===== config.mk =====
export PLATFORM = sky130hd
export DESIGN_NAME = twos_to_signmag_serial
export DESIGN_NICKNAME = d
export VERILOG_FILES = /design/src/rtl/signmag_pkg.sv /design/src/rtl/serial_negate_bit.sv /design/src/rtl/twos_to_signmag_serial.sv
export SDC_FILE = /design/constraint.sdc
export NUM_CORES = 1
export LEC_CHECK = 0
export ABC_CLOCK_PERIOD_IN_PS = 3300
export CELL_PAD_IN_SITES_DETAIL_PLACEMENT = 1
export CELL_PAD_IN_SITES_GLOBAL_PLACEMENT = 1
export CORE_MARGIN = 3
export CORE_UTILIZATION = 42
export CTS_BUF_LIST = sky130_fd_sc_hd__clkbuf_8
export CTS_CLUSTER_DIAMETER = 50
export DETAILED_ROUTE_END_ITERATION = 7
export GPL_ROUTABILITY_DRIVEN = 0
export PLACE_DENSITY = 0.85
export REMOVE_ABC_BUFFERS = 1
export SLEW_MARGIN = 20
export SYNTH_ARGS = -nofsm -noshare
export SYNTH_HDL_FRONTEND = slang
export SYNTH_SLANG_ARGS = --single-unit

===== constraint.sdc =====
create_clock -name clk -period 3.3 [get_ports clk]
set_input_delay 0.66 -clock clk [delete_from_list [all_inputs] [get_ports clk]]
set_output_delay 0.66 -clock clk [all_outputs]
set_load 0.005 [all_outputs]

===== src/rtl/signmag_pkg.sv =====
// rtl/signmag_pkg.sv - shared types and helpers for the serial sign-magnitude decoder
package signmag_pkg;

  typedef enum logic [1:0] {
    IDLE = 2'd0,
    CONV = 2'd1,
    DONE = 2'd2
  } state_t;

  localparam int MAX_W = 64;

  // Width of a counter that must reach w-1; never narrower than one bit.
  function automatic int cnt_width(input int w);
    return (w <= 2) ? 1 : $clog2(w);
  endfunction

  // Most-negative two's-complement value of width w, right-aligned in MAX_W bits.
  function automatic logic [MAX_W-1:0] most_neg(input int w);
    logic [MAX_W-1:0] one;
    one = {{(MAX_W-1){1'b0}}, 1'b1};
    return one << (w - 1);
  endfunction

endpackage


===== src/rtl/serial_negate_bit.sv =====
// rtl/serial_negate_bit.sv - per-bit copy-until-first-one-then-invert cell
module serial_negate_bit (
  input  logic clk,
  input  logic rst_n,
  input  logic i_clear,
  input  logic i_en,
  input  logic i_b,
  input  logic i_sign,
  input  logic i_seen_one,
  output logic o_res,
  output logic o_seen_one
);

  logic r_seen_one;

  // Negative operands invert every bit above the lowest set bit.
  always_comb begin
    o_res = i_b;
    if (i_sign && i_seen_one) begin
      o_res = ~i_b;
    end
  end

  always_ff @(posedge clk or negedge rst_n) begin
    if (!rst_n) begin
      r_seen_one <= 1'b0;
    end else if (i_clear) begin
      r_seen_one <= 1'b0;
    end else if (i_en) begin
      r_seen_one <= i_seen_one | i_b;
    end
  end

  assign o_seen_one = r_seen_one;

endmodule


===== src/rtl/twos_to_signmag_serial.sv =====
// rtl/twos_to_signmag_serial.sv - bit-serial two's-complement to sign-magnitude decoder
module twos_to_signmag_serial
  import signmag_pkg::*;
#(
  parameter int W = 4
) (
  input  logic         clk,
  input  logic         rst_n,
  input  logic         in_valid,
  output logic         in_ready,
  input  logic [W-1:0] in_data,
  output logic         out_valid,
  input  logic         out_ready,
  output logic         out_sign,
  output logic [W-1:0] out_mag,
  output logic         out_min
);

  localparam int CW = cnt_width(W);
  localparam logic [W-1:0] MIN_VAL = W'(most_neg(W));

  state_t          r_state;
  state_t          w_next;
  logic [W-1:0]    r_sr;
  logic [W-1:0]    r_mag;
  logic [CW-1:0]   r_cnt;
  logic            r_sign;
  logic            r_min;
  logic            w_accept;
  logic            w_conv;
  logic            w_last;
  logic            w_res;
  logic            w_seen_one;

  assign in_ready  = (r_state == IDLE);
  assign out_valid = (r_state == DONE);
  assign w_accept  = in_valid & in_ready;
  assign w_conv    = (r_state == CONV);
  assign w_last    = w_conv && (r_cnt == CW'(W - 1));

  always_ff @(posedge clk or negedge rst_n) begin
    if (!rst_n) begin
      r_state <= IDLE;
    end else begin
      r_state <= w_next;
    end
  end

  always_comb begin
    w_next = r_state;
    case (r_state)
      IDLE: if (w_accept) w_next = CONV;
      CONV: if (w_last) w_next = DONE;
      DONE: if (out_ready) w_next = IDLE;
      default: w_next = IDLE;
    endcase
  end

  // Magnitude bits enter at the MSB so the LSB-first stream lands in place after W shifts.
  always_ff @(posedge clk or negedge rst_n) begin
    if (!rst_n) begin
      r_sr   <= '0;
      r_mag  <= '0;
      r_cnt  <= '0;
      r_sign <= 1'b0;
      r_min  <= 1'b0;
    end else if (w_accept) begin
      r_sr   <= in_data;
      r_mag  <= '0;
      r_cnt  <= '0;
      r_sign <= in_data[W-1];
      r_min  <= (in_data == MIN_VAL);
    end else if (w_conv) begin
      r_sr  <= r_sr >> 1;
      r_mag <= {w_res, r_mag[W-1:1]};
      r_cnt <= r_cnt + CW'(1);
    end
  end

  serial_negate_bit u_negate_bit (
    .clk        (clk),
    .rst_n      (rst_n),
    .i_clear    (w_accept),
    .i_en       (w_conv),
    .i_b        (r_sr[0]),
    .i_sign     (r_sign),
    .i_seen_one (w_seen_one),
    .o_res      (w_res),
    .o_seen_one (w_seen_one)
  );

  assign out_sign = r_sign;
  assign out_mag  = r_mag;
  assign out_min  = r_min;

endmodule


Yosys cells after proc, flatten, opt, wreduce, memory -nomap -nowiden --
Index checks and enable logic that the tools add are counted.
Operators by class: add/sub/neg operators 1, equality and inequality tests 7, mux-type cells 13, bitwise operators 3, reductions and logical operators 5
Operators by type and width (count):
- $mux 4 | 4
- $mux 2 | 5
- $ne 2x1->1 const B | 3
- $pmux 2 s3 | 1
- $eq 2x2->1 const B | 2
- $eq 4x4->1 const B | 1
- $mux 1 | 3
- $reduce_and 3->1 | 1
- $add 2x1->2 const B | 1
- $eq 2x1->1 const B | 1
- $logic_and 1x1->1 | 2
- $logic_not 2->1 | 1
- $reduce_bool 2->1 | 1
- $and 1x1->1 | 1
- $not 1->1 | 1
- $or 1x1->1 | 1
Word-level totals: register bits after elaboration 15, bits of input ports 8, output and inout port bits 8, logic and storage cells 36

Logic depth before layout (Yosys ltp) --
depth in word-level cells 4, gate-level depth with buffers 4, depth with buffers taken out 3

Cells and area by module --
A second synthesis with hierarchy kept.
Second synthesis, totals: cells, all modules 66, area total of the unflattened synthesis 747.0 um^2
By module, submodules not included:
- twos_to_signmag_serial | times used 1, cells an instance 60, area an instance 689.4 um^2, seq. area each 350.3 um^2
- serial_negate_bit | times used 1, cells an instance 6, area an instance 57.6 um^2, seq. area each 25.0 um^2

Least setup slack after synthesis --
No wires, ideal clock.
path type flip-flop to output port, from register r_state[0], to output in_ready, data arrival time 0.638 ns, data required time 2.640 ns, setup slack 2.002 ns, stages on the path, launching flop included 3, cell sequence dfrtp_1 buf_4 nor2_1
Between the ends: word-level cells in the longest chain between the ends 1
RTL lines:
- start: declaration | RTL line twos_to_signmag_serial.sv:22 | state_t r_state;
- start signal: assignment | RTL line twos_to_signmag_serial.sv:45 | r_state <= w_next;
- $logic_not 2->1 | RTL line twos_to_signmag_serial.sv:35 | assign in_ready = (r_state == IDLE);
- end: declaration | RTL line twos_to_signmag_serial.sv:10 | output logic in_ready,
No other way between the ends.

Worst setup path in the final report --
from register r_state[0], to output out_valid
Between the ends: word-level cells in the longest chain between the ends 1
RTL lines:
- $eq 2x2->1 | RTL line twos_to_signmag_serial.sv:36 | assign out_valid = (r_state == DONE);
- end: declaration | RTL line twos_to_signmag_serial.sv:12 | output logic out_valid,
No other way between the ends.

==> metrics.cfg <==
[drt]
drc=0
via_per_inst=5.73
detailedRoute.firstIterationViolations=6
detail_route.wirelength_um=1330
number_of_optimization_iterations_in_the_first_detailed_route_pass=4
detailroute.via_count=487
routedWlPerCell_um=15.7
drtAntennaViolNets=0

[sta]
hold_viol=0
final-max-slew-violation-count=0
fmaxAchievable_ghz=0.475
final.setup.tns_ns=0
max_slew.worst_pin.slew_ns=0.650
timing.max_slew.rel_slack_pct=56.5
setup_violating_endpoint_count_in_the_final_report=0
final_min_period_ns=2.11
worst_skew_ns=0.00102
grt_setup_unrepaired=no
post-route-period-util_pct=63.8

[finish]
stdcell_count=85
finish.net_count=80
antenna-diode-count=0
syn2layout_area_growth_pct=31.9
drive_gt1_share_pct=18.6
layout.cell_area.non_filler_um2=858
final_core_util_pct=62.1

[critical_path]
worst_ep_arrival_time_ns=1.45
maximum_fanout_encountered_on_the_critical_timing_path=11
worst-r2r-cell-count=2
worst_setup_path_end_kind=primary output
required_ns=2.64
crit_type=register to primary output
cp-start-kind=register

[synthesis]
synth.avg_cell_area_um2=12.5
synth.top_cells.by_area=dfrtp_1, a22o_1, mux2_4
synth_cell_type_count=21
synthDominantAreaCellType=dfrtp_1
synthesis.instances=52
yosysWarnings=0
ys_ff_latch=15
mappedNetlistArea_um2=651
synth-seq-area-share_pct=57.7
top_area_cell_type_share_of_the_netlist_area_pct=57.7

[die]
initial_utilization_pct=47.1
die_area_mm2=0.00206
core_area_mm2=0.00138
die_height_um=45.4
rows=13
boundaryPins=16
dieWidth_um=45.4

[clocking]
worstSkewPairLatency_ns=0.24
clk_pin_slew_ns=0.06
cts_setup_buffers=0
cts-root-to-sink-buffers=2
cts_resized=0
tritoncts_num_sinks=15
ctsHoldBuffers=0
numCtsBuffers=3
cts_tree=built
cts_max_level=1
cell_at_the_root_of_the_clock_tree=clkbuf_8

[status]
status=finished clean

[global_route]
grt_overflow_total=0
grt_antenna_before_repair=0
grt_pass1_vias=515
global_route.usage.total_pct=16.4
first_pass_grt_wire_length_um=2280
grt_max_degree=16

[power_and_ir_drop]
irDropWorstVdd_uv=440
power-per-cell-area_mw_per_mm2=1000
total_leakage_power_nw=0.375

[worst_hold_path]
worst_hold_path.num_cells=1
hold_path.class=register to register

[placed_design]
post-place-cells=81
place.port_buffers=15
detailed_place.area_um2=812
dp_hpwl_um=924

[flow_run]
timing.max_cap.violations=0

path summary, 6_finish.rpt:
path | startpoint | to | slack (ns)
min | out_mag[0]$_DFFE_PN0P_ | out_mag[0]$_DFFE_PN0P_ | 0.50
max in group asynchronous | rst_n | out_mag[1]$_DFFE_PN0P_ | 2.07
max | r_state[0]$_DFFE_PN0P_ | out_valid | 1.19
max reg2reg | r_state[0]$_DFFE_PN0P_ | r_cnt[0]$_DFFE_PN0P_ | 2.08
min reg2reg | out_mag[0]$_DFFE_PN0P_ | out_mag[0]$_DFFE_PN0P_ | 0.50
min in group asynchronous | rst_n | out_min$_DFFE_PN0P_ | 0.81
Yosys cell counts, drive strengths merged:
master   count
mux2         3
nand3        1
nand2b       2
o22ai        3
nor2         7
nand2        1
nor4b        1
dfrtp       15
ha           1
a21oi        3
a2bb2oi      3
a22o         6
inv          2
o21ai        1
o31ai        1
buf          1
xnor2        1
state kept, by name, summed over array words and instances (netlist names):
register,cells
out_mag,4
r_sr,4
r_cnt,2
r_state,2
out_min,1
out_sign,1
u_negate_bit.o_seen_one,1
metrics by stage:
stage	hold WS (ns)	power, mW	setup WS, ns
2_1_floorplan	0.364	0.567	2.02
3_3_place_gp	0.490	0.701	1.43
5_1_grt	0.536	0.933	1.10
3_5_place_dp	0.494	0.712	1.40
4_1_cts	0.509	0.870	1.20
6_report	0.502	0.861	1.19
critical path: stages, from the launching register on:
cell,delay (ns)
dfrtp_1,0.53
nor2_1,0.15
clkdlybuf4s50_1,0.52
kinds of logic (layout without fill, tap and decap cells):
logic type	Yosys count	after routing	synth area share, %
compound gates	17	17	19.8
mux	3	3	6.35
flops	15	15	57.7
fa+ha+maj	1	1	1.92
xor+xnor	1	1	1.35
simple gates	12	12	10.6
buf+inv	3	21	2.31
layer usage:
layer	wire, um	GRT usage, %
met5	0	0
met4	44	12.3
met3	60	3.98
met2	619	23.7
met1	609	21.0
layout make-up:
type                       instances  area (um^2)
clock buffer                       3         41.3
clock inverter                     1         5.00
fill                             147          524
inverter                           2         7.51
multi-input combinational         34          260
sequential                        15          375
tap                               15         18.8
timing repair buffer              15          150
report_power, final:
part	switching (mW)	total, mW	internal [mW]
clock	0.0625	0.146	0.0835
sequential	0.0771	0.347	0.270
combinational	0.152	0.368	0.217
total	0.291	0.861	0.570
placed cells by master (no fill, tap or decap):
cell / n
a22o_1: 6
nand2b_2: 1
nand3_1: 1
a21oi_1: 3
nand2_1: 1
mux2_4: 2
clkinv_2: 1
ha_1: 1
nor2_4: 1
a2bb2oi_1: 3
dfrtp_1: 15
o21ai_2: 1
o22ai_1: 3
nor2_2: 1
nor4b_1: 1
nor2_1: 5
nand2b_1: 1
o31ai_1: 1
inv_2: 2
clkbuf_8: 3
mux2_2: 1
xnor2_1: 1
clkdlybuf4s50_1: 15
Power figures use the tool's default switching activity.
